File: config.mk
export PLATFORM = sky130hd
export DESIGN_NAME = exp_mailbox
export DESIGN_NICKNAME = d
export VERILOG_FILES = /design/src/rtl/exp_mailbox_pkg.sv /design/src/rtl/exp_fifo.sv /design/src/rtl/exp_mailbox.sv
export SDC_FILE = /design/constraint.sdc
export NUM_CORES = 1
export LEC_CHECK = 0
export CORE_MARGIN = 2
export CORE_UTILIZATION = 45
export CTS_BUF_LIST = sky130_fd_sc_hd__clkbuf_4 sky130_fd_sc_hd__clkbuf_8
export DETAILED_ROUTE_END_ITERATION = 12
export GPL_TIMING_DRIVEN = 1
export HOLD_SLACK_MARGIN = 0.08
export PLACE_DENSITY = 0.72
export REMOVE_ABC_BUFFERS = 1
export SLEW_MARGIN = 20
export SYNTH_ARGS = -nofsm -noshare
export SYNTH_HDL_FRONTEND = slang
export SYNTH_SLANG_ARGS = --single-unit
export TNS_END_PERCENT = 100
File: constraint.sdc
create_clock -name clk -period 4.1 [get_ports clk]
set_input_delay 0.615 -clock clk [delete_from_list [all_inputs] [get_ports clk]]
set_output_delay 0.615 -clock clk [all_outputs]
set_load 0.05 [all_outputs]
File: src/rtl/exp_mailbox_pkg.sv
// Shared register map, status/control bit positions and status layout for the
// CPC expansion-port mailbox.
package exp_mailbox_pkg;

    localparam logic REG_DATA = 1'b0;
    localparam logic REG_STAT = 1'b1;

    localparam int unsigned STAT_RX_NE  = 0;
    localparam int unsigned STAT_TX_NF  = 1;
    localparam int unsigned STAT_IRQ_EN = 2;
    localparam int unsigned STAT_OVF    = 7;

    localparam int unsigned CTRL_FLUSH   = 0;
    localparam int unsigned CTRL_IRQ_EN  = 2;
    localparam int unsigned CTRL_CLR_OVF = 7;

    // Value left on the wired-AND data bus when nothing is being read.
    localparam logic [7:0] IDLE_BUS = 8'hFF;

    typedef struct packed {
        logic       ovf;
        logic [3:0] rsvd;
        logic       irq_en;
        logic       tx_not_full;
        logic       rx_not_empty;
    } stat_t;

endpackage

File: src/rtl/exp_fifo.sv
// Synchronous first-word-fall-through byte FIFO with flush; a push into a full
// FIFO is accepted only when a pop happens in the same clock.
module exp_fifo #(
    parameter int unsigned DEPTH_LOG2 = 4
) (
    input  logic       clk,
    input  logic       reset_n,
    input  logic       flush,
    input  logic       wr_en,
    input  logic [7:0] wr_data,
    input  logic       rd_en,
    output logic [7:0] rd_data,
    output logic       empty,
    output logic       full
);

    localparam int unsigned PW    = DEPTH_LOG2;
    localparam int unsigned CW    = DEPTH_LOG2 + 1;
    localparam int unsigned DEPTH = 32'd1 << DEPTH_LOG2;

    logic [7:0]    r_mem [DEPTH];
    logic [PW-1:0] r_wr_ptr;
    logic [PW-1:0] r_rd_ptr;
    logic [CW-1:0] r_count;
    logic          w_do_rd;
    logic          w_do_wr;

    assign empty   = (r_count == '0);
    assign full    = (r_count == CW'(DEPTH));
    assign rd_data = r_mem[r_rd_ptr];
    assign w_do_rd = rd_en & ~empty;
    assign w_do_wr = wr_en & (~full | w_do_rd);

    always_ff @(posedge clk or negedge reset_n) begin
        if (!reset_n) begin
            r_wr_ptr <= '0;
            r_rd_ptr <= '0;
            r_count  <= '0;
        end else if (flush) begin
            r_wr_ptr <= '0;
            r_rd_ptr <= '0;
            r_count  <= '0;
        end else begin
            if (w_do_wr) r_wr_ptr <= r_wr_ptr + PW'(1);
            if (w_do_rd) r_rd_ptr <= r_rd_ptr + PW'(1);
            if (w_do_wr && !w_do_rd)      r_count <= r_count + CW'(1);
            else if (!w_do_wr && w_do_rd) r_count <= r_count - CW'(1);
        end
    end

    always_ff @(posedge clk) begin
        if (w_do_wr && !flush) r_mem[r_wr_ptr] <= wr_data;
    end

endmodule

File: src/rtl/exp_mailbox.sv
// Z80 expansion-port mailbox: DATA/STATUS I/O registers in front of a
// host->CPU and a CPU->host byte FIFO, with a level interrupt request.
module exp_mailbox
    import exp_mailbox_pkg::*;
#(
    parameter logic [7:0]  BASE_HI    = 8'hF8,
    parameter logic [6:0]  BASE_LO    = 7'b1110000,
    parameter int unsigned DEPTH_LOG2 = 4
) (
    input  logic        clk,
    input  logic        reset_n,
    input  logic [15:0] cpu_addr,
    input  logic [7:0]  cpu_dout,
    input  logic        iorq,
    input  logic        rd,
    input  logic        wr,
    input  logic        m1,
    output logic [7:0]  cpu_din,
    output logic        irq,
    input  logic [7:0]  host_tx_data,
    input  logic        host_tx_valid,
    output logic        host_tx_ready,
    output logic [7:0]  host_rx_data,
    output logic        host_rx_valid,
    input  logic        host_rx_ready
);

    logic       w_sel, w_acc_rd, w_acc_wr;
    logic       w_wr_rise, w_rd_fall, w_wr_data, w_wr_ctrl, w_flush, w_pop_h2c;
    logic       w_h2c_empty, w_h2c_full, w_c2h_empty, w_c2h_full;
    logic [7:0] w_h2c_data, w_c2h_data;
    stat_t      w_stat;
    logic       w_unused_ok;

    logic r_acc_rd, r_acc_wr, r_rd_armed, r_rd_reg;
    logic r_irq_en, r_ovf, r_irq;

    assign w_sel    = iorq & ~m1 & (cpu_addr[15:8] == BASE_HI) & (cpu_addr[7:1] == BASE_LO);
    assign w_acc_rd = w_sel & rd;
    assign w_acc_wr = w_sel & wr;

    // Edge registers reset high and reads need an armed flag, so an access that
    // spans reset release only counts after the qualifier drops and returns.
    assign w_wr_rise = w_acc_wr & ~r_acc_wr;
    assign w_rd_fall = ~w_acc_rd & r_acc_rd & r_rd_armed;
    assign w_wr_data = w_wr_rise & (cpu_addr[0] == REG_DATA);
    assign w_wr_ctrl = w_wr_rise & (cpu_addr[0] == REG_STAT);
    assign w_flush   = w_wr_ctrl & cpu_dout[CTRL_FLUSH];
    assign w_pop_h2c = w_rd_fall & (r_rd_reg == REG_DATA);

    assign w_unused_ok = ^{cpu_dout[6:3], cpu_dout[1]};

    always_ff @(posedge clk or negedge reset_n) begin
        if (!reset_n) begin
            r_acc_rd   <= 1'b1;
            r_acc_wr   <= 1'b1;
            r_rd_armed <= 1'b0;
            r_rd_reg   <= REG_DATA;
            r_irq_en   <= 1'b0;
            r_ovf      <= 1'b0;
            r_irq      <= 1'b0;
        end else begin
            r_acc_rd   <= w_acc_rd;
            r_acc_wr   <= w_acc_wr;
            r_rd_armed <= r_rd_armed | ~w_acc_rd;
            if (w_acc_rd) r_rd_reg <= cpu_addr[0];
            if (w_wr_ctrl) r_irq_en <= cpu_dout[CTRL_IRQ_EN];
            if (w_wr_ctrl && cpu_dout[CTRL_CLR_OVF])
                r_ovf <= 1'b0;
            else if (w_wr_data && w_c2h_full && !host_rx_ready)
                r_ovf <= 1'b1;
            r_irq <= r_irq_en & ~w_h2c_empty;
        end
    end

    exp_fifo #(.DEPTH_LOG2(DEPTH_LOG2)) u_h2c (
        .clk     (clk),
        .reset_n (reset_n),
        .flush   (w_flush),
        .wr_en   (host_tx_valid & host_tx_ready),
        .wr_data (host_tx_data),
        .rd_en   (w_pop_h2c),
        .rd_data (w_h2c_data),
        .empty   (w_h2c_empty),
        .full    (w_h2c_full)
    );

    exp_fifo #(.DEPTH_LOG2(DEPTH_LOG2)) u_c2h (
        .clk     (clk),
        .reset_n (reset_n),
        .flush   (w_flush),
        .wr_en   (w_wr_data),
        .wr_data (cpu_dout),
        .rd_en   (host_rx_ready),
        .rd_data (w_c2h_data),
        .empty   (w_c2h_empty),
        .full    (w_c2h_full)
    );

    assign w_stat = '{ovf: r_ovf, rsvd: 4'b0, irq_en: r_irq_en,
                      tx_not_full: ~w_c2h_full, rx_not_empty: ~w_h2c_empty};

    // Read mux; the bus idles high because the motherboard ANDs it in.
    always_comb begin
        cpu_din = IDLE_BUS;
        if (w_acc_rd) begin
            if (cpu_addr[0] == REG_STAT) cpu_din = w_stat;
            else if (!w_h2c_empty)       cpu_din = w_h2c_data;
        end
    end

    assign irq           = r_irq;
    assign host_tx_ready = ~w_h2c_full;
    assign host_rx_valid = ~w_c2h_empty;
    assign host_rx_data  = w_c2h_empty ? IDLE_BUS : w_c2h_data;

endmodule

* Word-level counts from Yosys, hierarchy flattened
Memories as Yosys holds them, arrays and structs flattened. Index checks and enable logic that the tools add are counted.
Cells by class: reduce and logical (&&, ||, !) cells 24, bitwise operators 30, equal/unequal tests 4, muxes and demuxes 24, $add $sub $neg 8
Operator list (number):
- $mux W4 | 8
- $mux W8 | 4
- $mux W5 | 6
- $and A1 B1 Y1 | 18
- $add A4 B1 Y4 const B | 4
- $add A5 B1 Y5 const B | 2
- $eq A5 B5 Y1 const B | 2
- $logic_not A5 Y1 | 2
- $reduce_bool A2 Y1 | 5
- $sub A5 B1 Y5 const B | 2
- $logic_and A1 B1 Y1 | 9
- $not A1 Y1 | 9
- $eq A8 B8 Y1 const B | 1
- $eq A7 B7 Y1 const B | 1
- $logic_not A1 Y1 | 6
- $mux W1 | 6
- $reduce_bool A3 Y1 | 2
- $or A1 B1 Y1 | 3
Storage, ports and cells: output and inout port bits 19, memory bits (writable) 256, memories kept 2, word-level logic and storage cells 105, input bits 40, register bits 33
Memory list:
- u_c2h.r_mem | depth 16, width 8, rd ports 1, clocked after Yosys merged registers in 0, write ports 1, RTL line exp_fifo.sv:21 | logic [7:0] r_mem [DEPTH];
- u_h2c.r_mem | depth 16, width 8, rd ports 1, clocked after Yosys merged registers in 0, write ports 1, RTL line exp_fifo.sv:21

* Longest topological paths before layout
word-level depth 17, depth in mapped cells 13

* Cells and area by module
A second synthesis with hierarchy kept.
Unflattened totals: cell total of the unflattened synthesis 696, area total of the unflattened synthesis 12156.7 µm²
Modules (own cells, without submodules):
- exp_fifo at u_c2h | cells an instance 314, area an instance 5815.6 µm², seq. area each 4169.0 µm², instances 1
- exp_fifo at u_h2c | cells an instance 313, area an instance 5799.3 µm², seq. area each 4169.0 µm², instances 1
- exp_mailbox | cells an instance 69, area an instance 541.8 µm², seq. area each 177.7 µm², instances 1

* Worst setup path before layout
No wires, ideal clock.
kind input-to-reg, start in cpu_addr[2], end reg u_h2c.r_count[4], required time 4.023 ns, arrival 3.153 ns, slack 0.869 ns, stages 11, cell sequence or2_1 -> or4_4 -> o21ai_4 -> ha_1 -> inv_1 -> fa_1 -> a21o_1 -> a21oi_1 -> xnor2_1 -> or3_1 -> a21oi_1
Between the ends: word-level cells in the longest chain between the ends 13, elaborated cells between the ends (all ways) 21, those cells by class eq/ne (1); mux (2); bitwise (13); reduce/logical (5)
Ends and longest elaborated chain:
- start, declared | RTL line exp_mailbox.sv:12 | input logic [15:0] cpu_addr,
- $eq A7 B7 Y1 * | RTL line exp_mailbox.sv:38 | assign w_sel = iorq & ~m1 & (cpu_addr[15:8] == BASE_HI) & (cpu_addr[7:1] == BASE_LO);
- $and A1 B1 Y1 * | RTL line exp_mailbox.sv:38
- $and A1 B1 Y1 | RTL line exp_mailbox.sv:39 | assign w_acc_rd = w_sel & rd;
- $not A1 Y1 | RTL line exp_mailbox.sv:45 | assign w_rd_fall = ~w_acc_rd & r_acc_rd & r_rd_armed;
- $and A1 B1 Y1 (2 in series) | RTL line exp_mailbox.sv:45
- $and A1 B1 Y1 | RTL line exp_mailbox.sv:49 | assign w_pop_h2c = w_rd_fall & (r_rd_reg == REG_DATA);
- $and A1 B1 Y1 | RTL line exp_fifo.sv:31 | assign w_do_rd = rd_en & ~empty;
- $or A1 B1 Y1 | RTL line exp_fifo.sv:32 | assign w_do_wr = wr_en & (~full | w_do_rd);
- $and A1 B1 Y1 | RTL line exp_fifo.sv:32
- $logic_and A1 B1 Y1 / $logic_not A1 Y1 (equally long branches) | RTL line exp_fifo.sv:46, exp_fifo.sv:47
- $mux W5 / $logic_and A1 B1 Y1 (equally long branches) | RTL line exp_fifo.sv:46, exp_fifo.sv:47
- $mux W5 / $reduce_bool A3 Y1 (equally long branches)
- end signal, assigned | RTL line exp_fifo.sv:46 | if (w_do_wr && !w_do_rd) r_count <= r_count + CW'(1);
- end signal, assigned | RTL line exp_fifo.sv:47 | else if (!w_do_wr && w_do_rd) r_count <= r_count - CW'(1);
- end, declared | RTL line exp_fifo.sv:24 | logic [CW-1:0] r_count;
Mark *: on every way between the ends. The rest lies on a longest branch, timed or not. A chain may end at the register's enable or synchronous reset.

* Final worst setup path
start reg u_h2c.r_rd_ptr[3], end out cpu_din[2]
Between the ends: word-level cells in the longest chain between the ends 4
Ends and longest elaborated chain:
- start, declared | RTL line exp_fifo.sv:23 | logic [PW-1:0] r_rd_ptr;
- start signal, assigned | RTL line exp_fifo.sv:45 | if (w_do_rd) r_rd_ptr <= r_rd_ptr + PW'(1);
- $mem_v2 Z16 W8
- $mux W8 | RTL line exp_mailbox.sv:108 | else if (!w_h2c_empty) cpu_din = w_h2c_data;
- $mux W8 | RTL line exp_mailbox.sv:107 | if (cpu_addr[0] == REG_STAT) cpu_din = w_stat;
- $mux W8 | RTL line exp_mailbox.sv:106 | if (w_acc_rd) begin
- end, declared | RTL line exp_mailbox.sv:18 | output logic [7:0] cpu_din,
No other way between the ends.

==> qor.yml <==
die_y_um: 169
max_freq_ghz: 0.251
reg2reg_slack_ns: 0.92
fin_crit_sh_pct: 97.1
power.density_mw_per_mm2: 561
gp_congestion: 0.860
slew_headroom_pct: 45.7
hpwl_um: 15800
path_clk_slew_ns: 0.06
first_global_vias: 6772
grt_max_degree: 34
async_reset_ff_share_pct: 11.4
diodes: 0
fp.coreArea_mm2: 0.0268
ctsResizeCount: 0
grt-ovfl-total: 0
drcViolationCount: 0
syn_avg_cell_area_um2: 17.2
ctsHoldBuffers: 0
layout_min_cycle_time_ns: 3.98
r2r_cells: 13
synth_cell_type_count: 64
timing.rr.start: "u_c2h.r_count[0]$_DFFE_PN0P_"
final_hold_viol_count: 0
rsz0062_at_grt: "false"
ant_nets: 0
ys_seq_area_share_pct: 69.7
vias_per_cell: 5.52
die-area_mm2: 0.0285
synth_warnings: 0
cp.arrival_ns: 3.36
start_kind: "flip-flop"
fin_skew_ns: 0.0325
final_cell_mix: "256 x edfxtp_1, 53 x clkdlybuf4s50_1, 50 x mux4_2"
final_util_pct: 53.4
ys_ff_latch: 289
start_util_pct: 45.6
setup.worst_path.end_class: "output port"
cts_root_buf: "clkbuf_8"
cts_tree: "done"
p_clk_share_pct: 30.5
p_comb_share_pct: 24.3
die_x_um: 169
maxCapViolCount: 0
cts_made_buffers: 45
r2r_end: "u_c2h.r_count[4]$_DFFE_PN0P_"
finalSetupViolCount: 0
wirelength_um: 24500
crit_chain: "or3b_2 > o22ai_1 > a2111oi_0 > buf_4 > a22o_1 > nand2_1 > clkdlybuf4s50_1"
clk_latency_ns: 0.57
criticalPathCategory: "reg -> out"
ir_drop_uv: 275
fin_tns_setup_ns: 0
syn_inst: 712
cts.sinks: 289
final_cells: 1197
leakagePower_nw: 4.84
netSwitchingFraction_pct: 29.8
track_usage_pct: 17.5
synth_flop_cell: "edfxtp_1"
max_stage_delay_ns: 0.81
post_drt_wl_per_cell_um: 20.5
cp_data_required_time_ns: 3.48
power_switching_mw: 2.39
worst-path-max-fanout: 11
finish.net_count: 881
rows: 60
antenna_found_initial: 0
drtIter0Drc: 556
h-tree-depth: 2
status: "completed"
seqPwrFrac_pct: 45.2
io_pins: 59
layout-drive-gt1-share_pct: 23.5
cp_slowest_cell: "clkdlybuf4s50_1"
worstMarginPinSlew_ns: 0.815
drv_slew: 0
dr.pass1.iters: 5
hp-class: "in -> async"
synthesis.area_mm2: 0.0122
area_growth_pct: 17.0
postCtsSetupBuffers: 0
clockBufferDepth: 3
synth-edff-count: 256
dp_slack_ns: 0.191
io_buffers: 58
reg_top3: "u_c2h.r_mem (128), u_h2c.r_mem (128)"
dp_cells: 1114
vias: 6605
layout_setup_ws_ns: 0.121
internal_power_mw: 5.63
grt_pass1_wl_um: 38000
final_common_cell: "edfxtp_1"
[kinds of logic (layout without fill, tap and decap cells)]
group	Yosys count	count (layout)	share of synthesized area [%]
compound gates	73	73	4.10
xor+xnor	15	15	1.07
fa+ha+maj	21	21	2.27
buf+inv	55	199	2.06
flops	289	289	69.7
mux	100	100	13.4
simple gates	159	159	7.44
[power by group through the flow]
stage | registers, mW | logic (mW) | clock network, mW
global route | 3.65 | 2.10 | 2.62
CTS | 3.63 | 1.97 | 2.50
floorplan | 3.74 | 1.28 | 0
finish | 3.62 | 1.95 | 2.45
detailed placement | 3.69 | 1.97 | 0
global placement | 3.68 | 1.95 | 0
[worst max-delay path by stage]
stage / start / end / slack [ns] / cells after the start
floorplan: u_h2c.r_rd_ptr[1]$_DFFE_PN0P_ / cpu_din[0] / 0.39 / 5
finish: u_h2c.r_rd_ptr[3]$_DFFE_PN0P_ / cpu_din[2] / 0.12 / 7
detailed placement: cpu_addr[9] / u_c2h.r_count[4]$_DFFE_PN0P_ / 0.19 / 14
global route: u_h2c.r_rd_ptr[3]$_DFFE_PN0P_ / cpu_din[2] / 0.03 / 7
global placement: cpu_addr[2] / u_h2c.r_count[4]$_DFFE_PN0P_ / 0.29 / 12
CTS: u_h2c.r_rd_ptr[3]$_DFFE_PN0P_ / cpu_din[2] / 0.13 / 7
[synthesized netlist by cell type, types with 3 or more instances]
cell       count  area share, %
mux2_2         5           0.46
o22ai_1        7           0.36
nand3b_1       4           0.25
o21ai_0       11           0.45
and3_2         3           0.18
nor3_1        10           0.41
ha_1          19            1.9
xnor2_1        6           0.43
nand3_1       20           0.82
nand2_1       25           0.77
a22oi_1       14           0.86
clkbuf_1      12           0.37
o211ai_1       4           0.25
a21oi_1       15           0.61
mux4_2        50            9.2
xor2_1         9           0.64
dfrtp_1       31            6.3
and3_1         8           0.41
nand4_1        4           0.20
a2111oi_0      3           0.21
buf_1          6           0.18
nor4b_1        4           0.29
a211oi_1       5           0.31
nor2_1        39            1.2
or3_2          3           0.18
mux2i_1       44            3.6
and2_1         7           0.36
nor2b_1        6           0.31
edfxtp_1     256             63
inv_1         18           0.55
a21o_1         5           0.31
buf_2         16           0.66
[area by class of cell]
cell class,count,area [um2]
Sequential cell,289,8520
Clock buffer,62,759
Clock inverter,21,168
Timing Repair Buffer,98,878
Multi-Input combinational cell,368,3480
Fill cell,2092,12500
Inverter,18,67.6
Tap cell,341,427
[routing by layer]
layer | vias up | wire length, um | GRT usage, %
li1 | 3036 | - | -
met1 | 3361 | 10600 | 23.2
met2 | 159 | 12200 | 29.4
met3 | 49 | 1080 | 3.20
met4 | 0 | 631 | 6.15
met5 | - | 0 | 0
[critical path, delay by kind of cell (launching register included)]
kind	cells	cell delay, ns
flops	1	0.52
compound gates	3	0.57
buf+inv	2	0.99
simple gates	2	0.70
[stage by stage]
step / hold WS [ns] / instance area, um2 / power (mW)
3_3_place_gp: 0.473 / 13400 / 5.63
4_1_cts: 0.129 / 14300 / 8.10
3_5_place_dp: 0.467 / 13400 / 5.65
5_1_grt: 0.171 / 14300 / 8.38
6_report: 0.124 / 14300 / 8.02
2_1_floorplan: 0.319 / 12000 / 5.02
Note: power is estimated with default switching activity, not from simulation.
